==> config.mk <==
export PLATFORM = sky130hd
export DESIGN_NAME = core_ctrl_flat
export DESIGN_NICKNAME = d
export VERILOG_FILES = /design/src/rtl/core_ctrl_if.sv /design/src/rtl/core_ctrl.sv /design/src/flat_wrapper.sv
export SDC_FILE = /design/constraint.sdc
export NUM_CORES = 1
export LEC_CHECK = 0
export BUFFER_PORTS_ARGS = -buffer_cell sky130_fd_sc_hd__buf_2
export CAP_MARGIN = 20
export CELL_PAD_IN_SITES_DETAIL_PLACEMENT = 0
export CELL_PAD_IN_SITES_GLOBAL_PLACEMENT = 1
export CORE_MARGIN = 2
export CORE_UTILIZATION = 46
export DETAILED_ROUTE_END_ITERATION = 10
export GPL_TIMING_DRIVEN = 0
export MAX_ROUTING_LAYER = met4
export PLACE_DENSITY_LB_ADDON = 0.1
export REMOVE_ABC_BUFFERS = 1
export SETUP_SLACK_MARGIN = 0.02
export SLEW_MARGIN = 20
export SYNTH_ARGS = -nofsm -noshare
export SYNTH_HDL_FRONTEND = slang
export SYNTH_SLANG_ARGS = --single-unit
export TNS_END_PERCENT = 50
==> constraint.sdc <==
create_clock -name clk -period 3.7 [get_ports clk]
set_input_delay 0.74 -clock clk [delete_from_list [all_inputs] [get_ports clk]]
set_output_delay 0.74 -clock clk [all_outputs]
set_load 0.05 [all_outputs]
==> src/rtl/core_ctrl_if.sv <==
// Controller-side bundle for core_ctrl: run control, ofifo status, accumulation
// table lookup, the registered instruction word and a debug view of the FSM state.
interface core_ctrl_if;
  logic        start;
  logic        ofifo_valid;
  logic [15:0] aq_idx;
  logic [10:0] aq_addr;
  logic [33:0] inst;
  logic        busy;
  logic        done;
  logic [2:0]  dbg_state;

  // ofifo_valid is the only flow control: ofifo_rd (with its pmem write) is issued
  // only from a cycle whose decision saw ofifo_valid=1; aq_addr must answer aq_idx
  // combinationally in the same cycle.
  modport master (
    input  start, ofifo_valid, aq_addr,
    output aq_idx, inst, busy, done, dbg_state
  );
  modport slave (
    output start, ofifo_valid, aq_addr,
    input  aq_idx, inst, busy, done, dbg_state
  );
endinterface

==> src/rtl/core_ctrl.sv <==
// Sequencer for the PE core: weight load, execute/drain per kernel position, then
// accumulation. Define CORE_CTRL_RELU_EN to emit relu after each accumulated pixel.
module core_ctrl #(
  parameter int          ROW       = 8,
  parameter int          COL       = 8,
  parameter int          LEN_NIJ   = 100,
  parameter int          LEN_KIJ   = 9,
  parameter int          LEN_ONIJ  = 64,
  parameter int          NUM_WSET  = 2,
  parameter int          OFIFO_LAT = 16,
  parameter logic [10:0] WBASE     = 11'h400
) (
  input logic         clk,
  input logic         reset,
  core_ctrl_if.master bus
);
  typedef enum logic [2:0] {
    IDLE = 3'd0, WLOAD = 3'd1, WFLUSH = 3'd2, SETTLE = 3'd3,
    EXEC = 3'd4, DRAIN = 3'd5, ACC = 3'd6, DONE = 3'd7
  } state_t;

  localparam logic [33:0] IDLE_INST   = 34'h1_800C_0000;
  localparam logic [15:0] COL_LAST    = 16'(COL - 1);
  localparam logic [15:0] FLUSH_LAST  = 16'(ROW);
  localparam logic [15:0] SETTLE_LAST = 16'd16;
  localparam logic [15:0] NIJ_LAST    = 16'(LEN_NIJ - 1);
  localparam logic [15:0] NIJ_CNT     = 16'(LEN_NIJ);
  localparam logic [15:0] LAT         = 16'(OFIFO_LAT);
  localparam logic [15:0] KIJ_CNT     = 16'(LEN_KIJ);
  localparam logic [15:0] KIJ_LAST    = 16'(LEN_KIJ - 1);
  localparam logic [15:0] ACC_LAST    = 16'(LEN_KIJ + 2);
  localparam logic [15:0] ONIJ_LAST   = 16'(LEN_ONIJ - 1);
  localparam logic [2:0]  WSET_LAST   = 3'(NUM_WSET - 1);

  state_t      state_q;
  logic [15:0] t_q, kij_q, onij_q, wr_cnt_q, aq_idx_q;
  logic [2:0]  set_q;
  logic [10:0] wptr_q;
  logic [33:0] inst_q, inst_d;
  logic        busy_q, done_q;
  logic        wr_en;
  logic        drained;
  logic [10:0] wl_addr;

  assign drained = (wr_cnt_q == NIJ_CNT);
  assign wl_addr = WBASE + 11'(32'(set_q) * COL) + t_q[10:0];

  // Decode of the current state/counter into the word registered at the next edge.
  always_comb begin
    inst_d = IDLE_INST;
    wr_en  = 1'b0;
    unique case (state_q)
      WLOAD: begin
        inst_d[19]   = 1'b0;
        inst_d[17:7] = wl_addr;
        if (t_q != 16'd0) begin
          inst_d[3] = 1'b1;
          inst_d[2] = 1'b1;
          inst_d[0] = 1'b1;
        end
      end
      WFLUSH: begin
        if (t_q < FLUSH_LAST) begin
          inst_d[3] = 1'b1;
          inst_d[0] = 1'b1;
          inst_d[2] = (t_q == 16'd0);
        end
      end
      SETTLE: inst_d[3] = (t_q < 16'd10);
      EXEC: begin
        inst_d[19]   = 1'b0;
        inst_d[17:7] = t_q[10:0] + 11'd1;
        inst_d[2]    = 1'b1;
        if (t_q != 16'd0) begin
          inst_d[3] = 1'b1;
          inst_d[1] = 1'b1;
        end
        wr_en = bus.ofifo_valid && (t_q >= LAT);
      end
      DRAIN: begin
        if (!drained) begin
          inst_d[3] = 1'b1;
          inst_d[1] = 1'b1;
          wr_en     = bus.ofifo_valid;
        end
      end
      ACC: begin
        if (t_q < KIJ_CNT) begin
          inst_d[32]    = 1'b0;
          inst_d[30:20] = bus.aq_addr;
        end
        inst_d[33] = (t_q != 16'd0) && (t_q <= KIJ_CNT);
`ifdef CORE_CTRL_RELU_EN
        inst_d[5] = (t_q == ACC_LAST);
`else
        inst_d[5] = 1'b0;
`endif
      end
      default: ;
    endcase
    if (wr_en) begin
      inst_d[6]     = 1'b1;
      inst_d[32]    = 1'b0;
      inst_d[31]    = 1'b0;
      inst_d[30:20] = wptr_q;
    end
  end

  always_ff @(posedge clk or negedge reset) begin
    if (!reset) begin
      state_q  <= IDLE;
      inst_q   <= IDLE_INST;
      busy_q   <= 1'b0;
      done_q   <= 1'b0;
      t_q      <= '0;
      set_q    <= '0;
      kij_q    <= '0;
      onij_q   <= '0;
      wr_cnt_q <= '0;
      wptr_q   <= '0;
      aq_idx_q <= '0;
    end else begin
      inst_q <= inst_d;
      done_q <= 1'b0;
      if (wr_en) begin
        wptr_q   <= wptr_q + 11'd1;
        wr_cnt_q <= wr_cnt_q + 16'd1;
      end
      case (state_q)
        IDLE: begin
          if (bus.start) begin
            state_q  <= WLOAD;
            busy_q   <= 1'b1;
            t_q      <= '0;
            set_q    <= '0;
            kij_q    <= '0;
            onij_q   <= '0;
            wr_cnt_q <= '0;
            wptr_q   <= '0;
            aq_idx_q <= '0;
          end
        end
        WLOAD: begin
          if (t_q == COL_LAST) begin
            state_q <= WFLUSH;
            t_q     <= '0;
          end else t_q <= t_q + 16'd1;
        end
        WFLUSH: begin
          if (t_q == FLUSH_LAST) begin
            t_q <= '0;
            if (set_q == WSET_LAST) begin
              set_q   <= '0;
              state_q <= SETTLE;
            end else begin
              set_q   <= set_q + 3'd1;
              state_q <= WLOAD;
            end
          end else t_q <= t_q + 16'd1;
        end
        SETTLE: begin
          if (t_q == SETTLE_LAST) begin
            state_q <= EXEC;
            t_q     <= '0;
          end else t_q <= t_q + 16'd1;
        end
        EXEC: begin
          if (t_q == NIJ_LAST) begin
            state_q <= DRAIN;
            t_q     <= '0;
          end else t_q <= t_q + 16'd1;
        end
        DRAIN: begin
          // The cycle that sees the last write landed is the single idle cycle.
          if (drained) begin
            wr_cnt_q <= '0;
            if (kij_q == KIJ_LAST) begin
              kij_q    <= '0;
              aq_idx_q <= '0;
              state_q  <= ACC;
            end else begin
              kij_q   <= kij_q + 16'd1;
              state_q <= WLOAD;
            end
          end
        end
        ACC: begin
          // aq_idx runs one read ahead so aq_addr is ready when the read issues.
          if (t_q < KIJ_CNT) aq_idx_q <= aq_idx_q + 16'd1;
          if (t_q == ACC_LAST) begin
            t_q <= '0;
            if (onij_q == ONIJ_LAST) begin
              onij_q  <= '0;
              state_q <= DONE;
              busy_q  <= 1'b0;
              done_q  <= 1'b1;
            end else onij_q <= onij_q + 16'd1;
          end else t_q <= t_q + 16'd1;
        end
        DONE: state_q <= IDLE;
        default: state_q <= IDLE;
      endcase
    end
  end

  assign bus.inst      = inst_q;
  assign bus.busy      = busy_q;
  assign bus.done      = done_q;
  assign bus.aq_idx    = aq_idx_q;
  assign bus.dbg_state = state_q;
endmodule

==> src/flat_wrapper.sv <==
// flat-port wrapper written by rule: the top's interface ports become plain ports
module core_ctrl_flat 
#(
  parameter int          ROW       = 8,
  parameter int          COL       = 8,
  parameter int          LEN_NIJ   = 100,
  parameter int          LEN_KIJ   = 9,
  parameter int          LEN_ONIJ  = 64,
  parameter int          NUM_WSET  = 2,
  parameter int          OFIFO_LAT = 16,
  parameter logic [10:0] WBASE     = 11'h400
)
  (clk, reset, bus_start, bus_ofifo_valid, bus_aq_addr, bus_aq_idx, bus_inst, bus_busy, bus_done, bus_dbg_state);
  core_ctrl_if bus_i ();
  input logic clk;
  input logic reset;
  input wire logic [$bits(bus_i.start)-1:0] bus_start;
  input wire logic [$bits(bus_i.ofifo_valid)-1:0] bus_ofifo_valid;
  input wire logic [$bits(bus_i.aq_addr)-1:0] bus_aq_addr;
  output wire logic [$bits(bus_i.aq_idx)-1:0] bus_aq_idx;
  output wire logic [$bits(bus_i.inst)-1:0] bus_inst;
  output wire logic [$bits(bus_i.busy)-1:0] bus_busy;
  output wire logic [$bits(bus_i.done)-1:0] bus_done;
  output wire logic [$bits(bus_i.dbg_state)-1:0] bus_dbg_state;
  assign bus_i.start = bus_start;
  assign bus_i.ofifo_valid = bus_ofifo_valid;
  assign bus_i.aq_addr = bus_aq_addr;
  assign bus_aq_idx = bus_i.aq_idx;
  assign bus_inst = bus_i.inst;
  assign bus_busy = bus_i.busy;
  assign bus_done = bus_i.done;
  assign bus_dbg_state = bus_i.dbg_state;
  core_ctrl #(.ROW(ROW), .COL(COL), .LEN_NIJ(LEN_NIJ), .LEN_KIJ(LEN_KIJ), .LEN_ONIJ(LEN_ONIJ), .NUM_WSET(NUM_WSET), .OFIFO_LAT(OFIFO_LAT), .WBASE(WBASE)) u_core (.clk(clk), .reset(reset), .bus(bus_i));
endmodule
## Word level (Yosys, flattened, before mapping)

Index checks and enable logic that the tools add are counted.

- Bits in read-only memories: 0
- Memories kept: 0
- Logic and storage cells: 135
- Bits of input ports: 15
- Register bits: 130
- Output and inout port bits: 55
- Bits in latches: 0
- RAM bits: 0

- Multiply operators: 0
- Add/sub/neg operators: 10
- Magnitude comparators: 5
- Bitwise logic cells: 0
- Div/mod/pow operators: 0
- Reduce and logical (&&, ||, !) cells: 18
- Shift-type cells: 0
- Muxes and demuxes: 65
- Equal/unequal tests: 26

Operator list:

| cell | count |
|---|---|
| $mux W16 | 16 |
| $pmux W16 S2 | 3 |
| $pmux W16 S6 | 1 |
| $add A16 B1 Y16 const B | 5 |
| $mux W11 | 5 |
| $eq A16 B4 Y1 const B | 3 |
| $lt A16 B4 Y1 const B | 3 |
| $pmux W16 S3 | 1 |
| $mux W3 | 12 |
| $eq A16 B7 Y1 const B | 2 |
| $pmux W3 S8 | 1 |
| $add A11 B1 Y11 const B | 2 |
| $pmux W11 S2 | 1 |
| $ne A2 B1 Y1 const B | 9 |
| $eq A16 B3 Y1 const B | 1 |
| $eq A16 B5 Y1 const B | 1 |
| $eq A16 B6 Y1 const B | 1 |
| $ge A16 B5 Y1 const B | 1 |
| $le A16 B4 Y1 const B | 1 |
| $logic_not A16 Y1 | 1 |
| $reduce_bool A16 Y1 | 1 |
| $mux W1 | 13 |
| $mux W13 | 1 |
| $eq A3 B3 Y1 const B | 4 |
| other kinds (22) | 35 |

## Longest topological paths before layout

Gate-level depths: netlist (run 1).

- Depth in word-level cells: 6
- Depth in mapped cells: 10

## Least setup slack after synthesis (run 1)

OpenSTA, ideal clock, no wires.

- Path kind: flip-flop to flip-flop
- From: register u_core.state_q[2] (netlist: u_core.bus.dbg_state[2])
- To: register u_core.wr_cnt_q[13]
- Buffers on the path: 1
- Arrival time: 2.596 ns
- Period minus slack after synthesis: 2.674 ns
- Path slack: 1.026 ns
- Cell stages (with the launch flop): 9
- Cell sequence: dfrtp_1 -> clkbuf_2 -> clkinv_1 -> nor3_2 -> a2bb2oi_2 -> nor2_2 -> inv_1 -> or4_1 -> a21oi_1

- Word-level cells in the longest chain between the ends: 5
- Elaborated cells on any way between the ends: 8
- Those cells by class: 2 x eq/ne; 5 x mux; 1 x reduce/logical

RTL lines:

| what | line | source |
|---|---|---|
| start: declaration | core_ctrl.sv:35 | `state_t state_q;` |
| start signal: assignment | core_ctrl.sv:111 | `state_q <= IDLE;` |
| start signal: assignment | core_ctrl.sv:132 | `state_q <= WLOAD;` |
| start signal: assignment | core_ctrl.sv:145 | `state_q <= WFLUSH;` |
| $eq A3 B3 Y1 (on tied branches) | core_ctrl.sv:52, core_ctrl.sv:129 |  |
| $pmux W1 S2 | core_ctrl.sv:52 | `unique case (state_q)` |
| $mux W16 | core_ctrl.sv:125 | `if (wr_en) begin` |
| $mux W16 (on tied branches) | core_ctrl.sv:175, core_ctrl.sv:131 |  |
| $pmux W16 S2 * | core_ctrl.sv:129 | `case (state_q)` |
| end signal: assignment | core_ctrl.sv:127 | `wr_cnt_q <= wr_cnt_q + 16'd1;` |
| end: declaration | core_ctrl.sv:36 | `logic [15:0] t_q, kij_q, onij_q, wr_cnt_q, aq_idx_q;` |

Mark *: on every way between the ends. The rest lies on a longest branch, timed or not.
A chain may end at the register's enable or synchronous reset.

## Worst setup path in the final report (run 1)

Same ends and word-level chain as after synthesis.

==> results_dict.tcl, run 1 <==
set metrics [dict create \
    synthTopCellsByArea "dfrtp_1, nand2_1, nor2_1" \
    syn_area_um2 6945 \
    worst_pin_slew_ns 0.9035 \
    num_antenna_cells 0 \
    cap_violations 0 \
    crit_path_max_fanout 19 \
    gr-total-overflow 0 \
    async_flop_share_pct 100.0 \
    rsz0062_at_grt "false" \
    grt_pass1_vias 5589 \
    fin_nets 853 \
    remaining_drc_errors 0 \
    gp_congestion 0.8162 \
    setup_tns_ns 0 \
    synth_area_per_cell_um2 9.020 \
    area_delta_synth_final_pct 16.79 \
    synthFlopType "dfrtp_1" \
    htreeDepth 4 \
    dieArea_um2 16100 \
    wl_per_cell_um 16.28 \
    worstPathCellList "clkinvlp_4 -> nor3_2 -> a2bb2oi_2 -> nor2_4 -> inv_1 -> or4_1 -> a21oi_1" \
    instances_no_fill 1020 \
    io_buffers 66 \
    floorplan.rows 44 \
    die_height_um 126.9 \
    hpwl_mm 11.13 \
    yosysWarnings 0 \
    synth-edff-count 0 \
    cts_sinks 130 \
    drive_gt1_share_pct 15.55 \
    io_pins 70 \
    synth_common_cells "dfrtp_1, nand2_1, nor2_1" \
    post_cts_buffers 0 \
    yosys.cell_count.top_type "dfrtp_1" \
    hold_path_class "input pin to async pin" \
    critPathRequiredTime_ns 4.05 \
    yosys.area.top_type "dfrtp_1" \
    layout_min_cycle_time_ns 3.354 \
    fmax_ghz 0.2981 \
    fillCellCount 1334 \
    max-slew-margin-rel_pct 39.71 \
    endpoint_kind "flop" \
    total_power_mw 5.297 \
    cts_buffer_depth 2 \
    drtIter0Drc 384 \
    slowest_delay_ns 0.71 \
    r2r_start "u_core.bus.dbg_state[2]" \
    dp_cells 988 \
    hold_violations 0 \
    syn_inst 770 \
    leakage_nw 3.659 \
    numCtsBuffers 17 \
    status "finished, final reports clean" \
    ir_drop_mv 0.4497 \
    grt_use_total_pct 22.30 \
    worstSetupPathType "flop to flop" \
    p_per_area_nw_per_um2 653.1 \
    fin_ws_ns 0.3457 \
    drtAntennaViolNets 0 \
    arrival_ns 3.71 \
    grt_max_degree 99 \
    slew_viol_final 0 \
    slowest_stage "dfrtp_1" \
    drtPass1Iterations 7 \
    crit_start "u_core.bus.dbg_state[2]" \
    path_clk_slew_ns 0.06 \
    synth_top_area_share_pct 45.76 \
    period_share_pct 90.66 \
    design.core.area_um2 14640 \
    cp-start-kind "flop" \
    clock-root-buffer "clkbuf_16" \
    wl_mm 16.61 \
    start_util_pct 47.43 \
    ys_types 65 \
    yosysSeqAreaShare_pct 46.89 \
    num_vias 5830 \
    fin_worst_skew_ns 0.009035 \
    pre_cts_slack_ns 0.04981 \
    setup_violations 0 \
    antenna_found_initial 0 \
    fin_util_pct 55.39 \
    synth-seq-cells 130 \
    cts_tree "yes" \
    insertion_delay_ns 0.42 \
    grt_first_pass_wirelength_mm 28.22 \
    viasPerCell 5.716 \
    fp.dieW_um 126.9 \
]
==> power breakdown <==
group | internal (mW) | leakage, nW | switching (mW)
registers | 1.57 | 1.78 | 0.206
clock network | 1.16 | 0.293 | 0.634
logic | 0.478 | 1.58 | 1.25
==> registers in the layout, indices dropped and copies added (netlist names) <==
register,cells
u_core.set_q,3
u_core.bus.inst,31
u_core.bus.aq_idx,16
u_core.wptr_q,11
u_core.bus.done,1
u_core.t_q,16
u_core.bus.busy,1
u_core.bus.dbg_state,3
u_core.kij_q,16
u_core.wr_cnt_q,16
u_core.onij_q,16
==> worst max-delay path, delay by kind of cell, from the launching register on <==
kind / cells / cell delay, ns
simple gates: 3 / 1.45
compound gates: 2 / 0.49
buf+inv: 2 / 0.62
flops: 1 / 0.71
==> per-stage QoR <==
stage | cell area (µm²) | hold slack (ns)
2_1_floorplan | 6790 | 0.4444
3_3_place_gp | 7351 | 0.4578
3_5_place_dp | 7461 | 0.4628
4_1_cts | 8098 | 0.1672
5_1_grt | 8112 | 0.1730
6_report | 8112 | 0.1705
==> final cells by class <==
type                    instances  area (µm²)  share of cell area [%]
clock buffers                  19       452.9                   5.584
well taps                     184       230.2                   2.838
inverters                      18       71.32                  0.8792
clock inverters                13       183.9                   2.267
multi-input cells             586        3510                   43.27
flip-flops and latches        130        3258                   40.17
repair buffers                 70       405.4                   4.998
==> path summary, 6_finish.rpt <==
| kind | slack (ns) | depth (start not counted) | end |
|---|---|---|---|
| min | 0.17 | 1 | u_core.bus.inst[23] |
| max in group asynchronous | 2.75 | 2 | u_core.bus.inst[19] |
| min reg2reg | 0.47 | 1 | u_core.bus.aq_idx[15] |
| max | 0.35 | 7 | u_core.wr_cnt_q[13] |
| min in group clk | 0.47 | 1 | u_core.bus.aq_idx[15] |
| max reg2reg | 0.35 | 7 | u_core.wr_cnt_q[13] |
==> routing by layer <==
metal	share of wire (%)	vias to the layer above	track usage, %	wire length, µm
met5	0	-	-	0
li1	-	2836	-	-
met3	4.5	13	4.977	744
met4	0.87	0	6.012	144
met1	49	2839	30.97	8105
met2	46	142	33.21	7611
==> kinds of logic (layout without fill, tap and decap cells) <==
group / after synthesis / count (layout) / share of synthesized area [%]
AND/OR/NAND/NOR: 373 / 373 / 26.77
AO/OA/AOI/OAI: 143 / 143 / 13.42
flip-flops: 130 / 130 / 46.89
buffers and inverters: 55 / 120 / 3.261
XOR/XNOR: 44 / 44 / 5.549
adder cells (fa/ha/maj): 15 / 15 / 2.810
multiplexers: 8 / 8 / 1.189
other: 2 / 3 / 0.1081
==> cell usage in the layout (no fill, tap or decap), types with 3 or more instances in the layout <==
cell type and n:
xor2_1 4, ha_1 14, conb_1 3, o21ai_0 54, a22o_1 15, nand2_1 104, a31oi_1 6, nor2b_1 9
nand4_1 15, buf_2 65, nor3_1 20, or4_1 4, nor3_2 3, nor4_1 21, dfstp_2 3, dfrtp_1 126
nor4b_1 9, a21oi_1 19, o31ai_1 10, inv_1 17, nor2_1 99, clkbuf_16 17, or3_1 6, nand3_1 30
nand2b_1 5, and3_1 12, bufinv_16 4, or2_2 3, a21o_1 3, and4_1 3, and2_1 11, nor4_2 3
nor3b_1 5, xnor2_1 40, mux2i_1 6, o22ai_1 14, clkinvlp_4 7
==> timing repair <==
| item | in CTS | in global routing |
|---|---|---|
| endpoints found under the setup margin | 0 | 30 |
| hold buffers | 0 | 0 |
| gates resized for setup | 0 | 5 |
No activity file was read; power rests on OpenSTA's default activity.
==> run 2: changes to the inputs <==
- MAX_ROUTING_LAYER: met4 -> not set
==> results_dict.tcl, run 2 (synthesis results as in run 1) <==
set metrics [dict create \
    path_clk_slew_ns 0.06 \
    wl_per_cell_um 16.31 \
    worstPathCellList "clkinvlp_4 -> nor3_2 -> a2bb2oi_2 -> nor2_4 -> inv_1 -> or4_1 -> a21oi_1" \
    pre_cts_slack_ns 0.04981 \
    cap_violations 0 \
    io_pins 70 \
    critPathRequiredTime_ns 4.05 \
    slowest_stage "dfrtp_1" \
    cts_sinks 130 \
    rsz0062_at_grt "false" \
    setup_violations 0 \
    instances_no_fill 1020 \
    hold_path_class "input pin to async pin" \
    worstSetupPathType "flop to flop" \
    power_frac_clock_pct 33.9 \
    post_cts_buffers 0 \
    clock-root-buffer "clkbuf_16" \
    fillCellCount 1334 \
    crit_family "simple AND/OR/NAND/NOR gates" \
    grtUsageMet3_pct 4.977 \
    drtPass1Iterations 4 \
    viasPerCell 5.737 \
    drive_gt1_share_pct 15.55 \
    setup_tns_ns 0 \
    num_vias 5852 \
    io_buffers 66 \
    total_power_mw 5.301 \
    wl_mm 16.64 \
    dieArea_um2 16100 \
    remaining_drc_errors 0 \
    layout_min_cycle_time_ns 3.339 \
    htreeDepth 4 \
    fin_worst_skew_ns 0.01028 \
    crit_path_max_fanout 19 \
    seq_power_share_pct 33.6 \
    combPwrFrac_pct 32.6 \
    fp.dieW_um 126.9 \
    max-slew-margin-rel_pct 42.14 \
    swShare_pct 39.42 \
    grt_util_met2_pct 33.14 \
    largest_reg_flops 31 \
    fin_nets 853 \
    die_height_um 126.9 \
    grt_use_total_pct 21.66 \
    slowest_delay_ns 0.71 \
    cts_hold_buf 0 \
    fmax_ghz 0.2995 \
    cts_buffer_depth 2 \
    grt_max_degree 99 \
    p_int_mw 3.211 \
    cp-start-kind "flop" \
    hold_violations 0 \
    grt_first_pass_wirelength_mm 28.20 \
    cp_num_buf_inv 2 \
    ir_drop_mv 0.4510 \
    regArea_um2 3258 \
    multi_input_area_um2 3510 \
    design.core.area_um2 14640 \
    endpoint_kind "flop" \
    numCtsBuffers 17 \
    insertion_delay_ns 0.42 \
    dp_cells 988 \
    gp_congestion 0.8044 \
    worst_pin_slew_ns 0.8672 \
    slew_viol_final 0 \
    leakage_nw 3.659 \
    met1_usage_pct 31.05 \
    drtIter0Drc 439 \
    hpwl_mm 11.13 \
    final_cell_mix "dfrtp_1, nand2_1, nor2_1" \
    final_common_cell "dfrtp_1" \
    cts_tree "yes" \
    floorplan.rows 44 \
    gr-total-overflow 0 \
    arrival_ns 3.69 \
    status "finished, final reports clean" \
    fin_ws_ns 0.3611 \
    drtAntennaViolNets 0 \
    period_share_pct 90.24 \
    antenna_found_initial 0 \
    power_switching_mw 2.090 \
    p_per_area_nw_per_um2 653.5 \
    grt_pass1_vias 5577 \
    grt_busiest_layer "met2" \
    hold_ws_ns 0.1713 \
    area_delta_synth_final_pct 16.79 \
    start_util_pct 47.43 \
    num_antenna_cells 0 \
    cts.repair.resized 0 \
]
run 2: cell counts in the layout (fill, tap and decap cells not counted):
Identical to the previous run, type by type.
run 2: metal layers:
layer	part of all wire, %	vias to the layer above
met4	0.87	0
met1	49	2851
met2	45	152
met3	4.8	13
li1	-	2836
met5	0	-
run 2: path summary, 6_finish.rpt:
| path | startpoint | endpoint | slack [ns] | cells after the start |
|---|---|---|---|---|
| max in group asynchronous | reset | u_core.bus.inst[19] | 2.75 | 2 |
| min in group clk | u_core.bus.aq_idx[15] | u_core.bus.aq_idx[15] | 0.47 | 1 |
| min | reset | u_core.bus.inst[23] | 0.17 | 1 |
| min reg2reg | u_core.bus.aq_idx[15] | u_core.bus.aq_idx[15] | 0.47 | 1 |
| max reg2reg | u_core.bus.dbg_state[2] | u_core.wr_cnt_q[13] | 0.36 | 7 |
| max | u_core.bus.dbg_state[2] | u_core.wr_cnt_q[13] | 0.36 | 7 |
run 2: worst reg2reg max path, cell delays in order, from the launching register on:
cell	delay (ns)
dfrtp_1	0.71
clkinvlp_4	0.41
nor3_2	0.42
a2bb2oi_2	0.34
nor2_4	0.48
inv_1	0.23
or4_1	0.54
a21oi_1	0.15
run 2: power by group through the flow:
stage / Clock, mW / Sequential, mW / Combinational [mW]
2_1_floorplan: 0 / 2.06 / 0.835
3_3_place_gp: 0 / 1.79 / 1.60
3_5_place_dp: 0 / 1.80 / 1.71
4_1_cts: 1.83 / 1.77 / 1.72
5_1_grt: 1.91 / 1.81 / 1.87
6_report: 1.80 / 1.78 / 1.73
run 2: area by class of cell:
type                            instances  share of cell area (%)
Multi-Input combinational cell        586                   43.27
Sequential cell                       130                   40.17
Clock buffer                           19                   5.584
Timing Repair Buffer                   70                   4.998
Tap cell                              184                   2.838
Clock inverter                         13                   2.267
Inverter                               18                  0.8792
run 2: through the flow:
stage               util [%]  area [µm²]
global placement       50.20        7351
CTS                    55.30        8098
floorplan                  -        6790
global route           55.39        8112
detailed placement     50.95        7461
finish                 55.39        8112
==> run 3: changes to the inputs <==
- CELL_PAD_IN_SITES_DETAIL_PLACEMENT: 0 -> not set
- CELL_PAD_IN_SITES_GLOBAL_PLACEMENT: 1 -> not set
- CORE_UTILIZATION: 46 -> 49
- PLACE_DENSITY: not set -> 0.68
- PLACE_DENSITY_LB_ADDON: 0.1 -> not set
==> results_dict.tcl, run 3 (synthesis results as in run 1) <==
set metrics [dict create \
    final_common_cell "dfrtp_1" \
    ir_drop_mv 0.4637 \
    cp-start-kind "flop" \
    period_share_pct 91.57 \
    grt_max_degree 79 \
    io_buffers 66 \
    worstPathCellList "nor2b_1 -> nand2_1 -> o41a_1 -> nor4b_1 -> o21bai_1 -> a22o_1" \
    crit_start "u_core.bus.dbg_state[1]" \
    largest_reg_flops 31 \
    cts_buffer_depth 2 \
    rsz0062_at_grt "false" \
    path_clk_slew_ns 0.06 \
    max-slew-margin-rel_pct 40.99 \
    wl_per_cell_um 16.50 \
    drive_gt1_share_pct 14.97 \
    critPathRequiredTime_ns 4.02 \
    cap_violations 0 \
    leakage_nw 3.622 \
    grt_first_pass_wirelength_mm 27.74 \
    viasPerCell 5.849 \
    cts_tree "yes" \
    power_frac_clock_pct 31.1 \
    endpoint_kind "flop" \
    design.core.area_um2 13880 \
    insertion_delay_ns 0.43 \
    grt_pass1_vias 5624 \
    r2r_start "u_core.bus.dbg_state[1]" \
    status "finished, final reports clean" \
    gr-total-overflow 0 \
    fin_ws_ns 0.3118 \
    seq_power_share_pct 35.5 \
    drtPass1Iterations 5 \
    p_per_area_nw_per_um2 628.8 \
    clock-root-buffer "clkbuf_16" \
    area_delta_synth_final_pct 15.28 \
    setup_violations 0 \
    drtIter0Drc 500 \
    worst_pin_slew_ns 0.8851 \
    hpwl_mm 11.10 \
    slowest_delay_ns 0.81 \
    final_cell_area_um2 8006 \
    swShare_pct 40.74 \
    setup_tns_ns 0 \
    layout_min_cycle_time_ns 3.388 \
    die_height_um 123.1 \
    grt_use_total_pct 23.37 \
    drtAntennaViolNets 0 \
    numCtsBuffers 17 \
    io_pins 70 \
    gp_congestion 0.8469 \
    dp_cells 983 \
    power_switching_mw 2.051 \
    fin_worst_skew_ns 0.007306 \
    arrival_ns 3.70 \
    htreeDepth 4 \
    remaining_drc_errors 0 \
    combPwrFrac_pct 33.4 \
    fmax_ghz 0.2951 \
    fin_nets 852 \
    slowest_stage "o41a_1" \
    post_cts_buffers 0 \
    instances_no_fill 1016 \
    worstSetupPathType "flop to flop" \
    antenna_found_initial 1 \
    start_util_pct 50.04 \
    floorplan.rows 43 \
    hold_violations 0 \
    wl_mm 16.76 \
    num_vias 5943 \
    pre_cts_slack_ns -0.07953 \
    hold_path_class "input pin to async pin" \
    fp.dieW_um 123.1 \
    cts_sinks 130 \
    final_cell_mix "dfrtp_1, nand2_1, nor2_1" \
    slew_viol_final 0 \
    place_area_um2 7445 \
    dieArea_um2 15140 \
    p_int_mw 2.984 \
    crit_path_max_fanout 22 \
]
[run 3: cell types whose count changed in the layout (fill, tap and decap cells not counted), sizes merged]
cell / previous run / this run
clkinv: 3 / 6
clkinvlp: 7 / 4
buf: 70 / 69
diode: 0 / 1
bufinv: 4 / 1
clkbuf: 19 / 22
[run 3: area by class of cell]
| class | instances | area (µm²) |
|---|---|---|
| Fill cell | 1218 | 5874 |
| Antenna cell | 1 | 2.502 |
| Clock buffer | 22 | 464.2 |
| Tap cell | 180 | 225.2 |
| Sequential cell | 130 | 3258 |
| Clock inverter | 10 | 85.08 |
| Timing Repair Buffer | 69 | 394.1 |
| Inverter | 18 | 67.56 |
| Multi-Input combinational cell | 586 | 3510 |
[run 3: what timing repair did]
| item | in CTS | in global routing |
|---|---|---|
| resized for setup | 2 | 2 |
| hold buffers | 0 | 0 |
| setup endpoints to repair | 3 | 14 |
[run 3: final timing paths]
| kind | endpoint | slack [ns] | cells after the start |
|---|---|---|---|
| setup / recovery | u_core.onij_q[11] | 0.31 | 6 |
| hold / removal | u_core.bus.inst[22] | 0.23 | 1 |
| setup reg to reg | u_core.onij_q[11] | 0.31 | 6 |
| hold reg to reg | u_core.bus.aq_idx[15] | 0.48 | 1 |
| max in group asynchronous | u_core.bus.inst[19] | 2.72 | 2 |
| min in group clk | u_core.bus.aq_idx[15] | 0.48 | 1 |
[run 3: worst max-delay path: cells and delay by family, from the launching register on]
kind / cells / cell delay, ns
and+or+nand+nor: 3 / 1.38
DFF: 1 / 0.78
AOI/OAI and AO/OA: 3 / 1.10
[run 3: layer usage]
| layer | part of all wire [%] | GRT usage (%) | vias up |
|---|---|---|---|
| met2 | 48 | 37.36 | 151 |
| met3 | 4.5 | 4.751 | 21 |
| li1 | - | - | 2833 |
| met5 | 0 | 0 | - |
| met1 | 45 | 30.88 | 2938 |
| met4 | 1.7 | 10.23 | 0 |
[run 3: power by group through the flow]
| stage | Sequential, mW | Clock, mW | Combinational, mW |
|---|---|---|---|
| floorplan | 2.06 | 0 | 0.835 |
| global placement | 1.79 | 0 | 1.55 |
| detailed placement | 1.81 | 0 | 1.66 |
| CTS | 1.78 | 1.59 | 1.67 |
| global route | 1.82 | 1.67 | 1.82 |
| finish | 1.79 | 1.56 | 1.68 |
[run 3: per-stage QoR]
| step | hold slack (ns) | util (%) | power, mW |
|---|---|---|---|
| after floorplan | 0.4444 | - | 2.899 |
| after global placement | 0.4567 | 52.92 | 3.347 |
| after detailed placement | 0.4645 | 53.63 | 3.465 |
| after CTS | 0.2289 | 57.63 | 5.047 |
| after global routing | 0.2354 | 57.68 | 5.307 |
| final | 0.2264 | 57.68 | 5.035 |
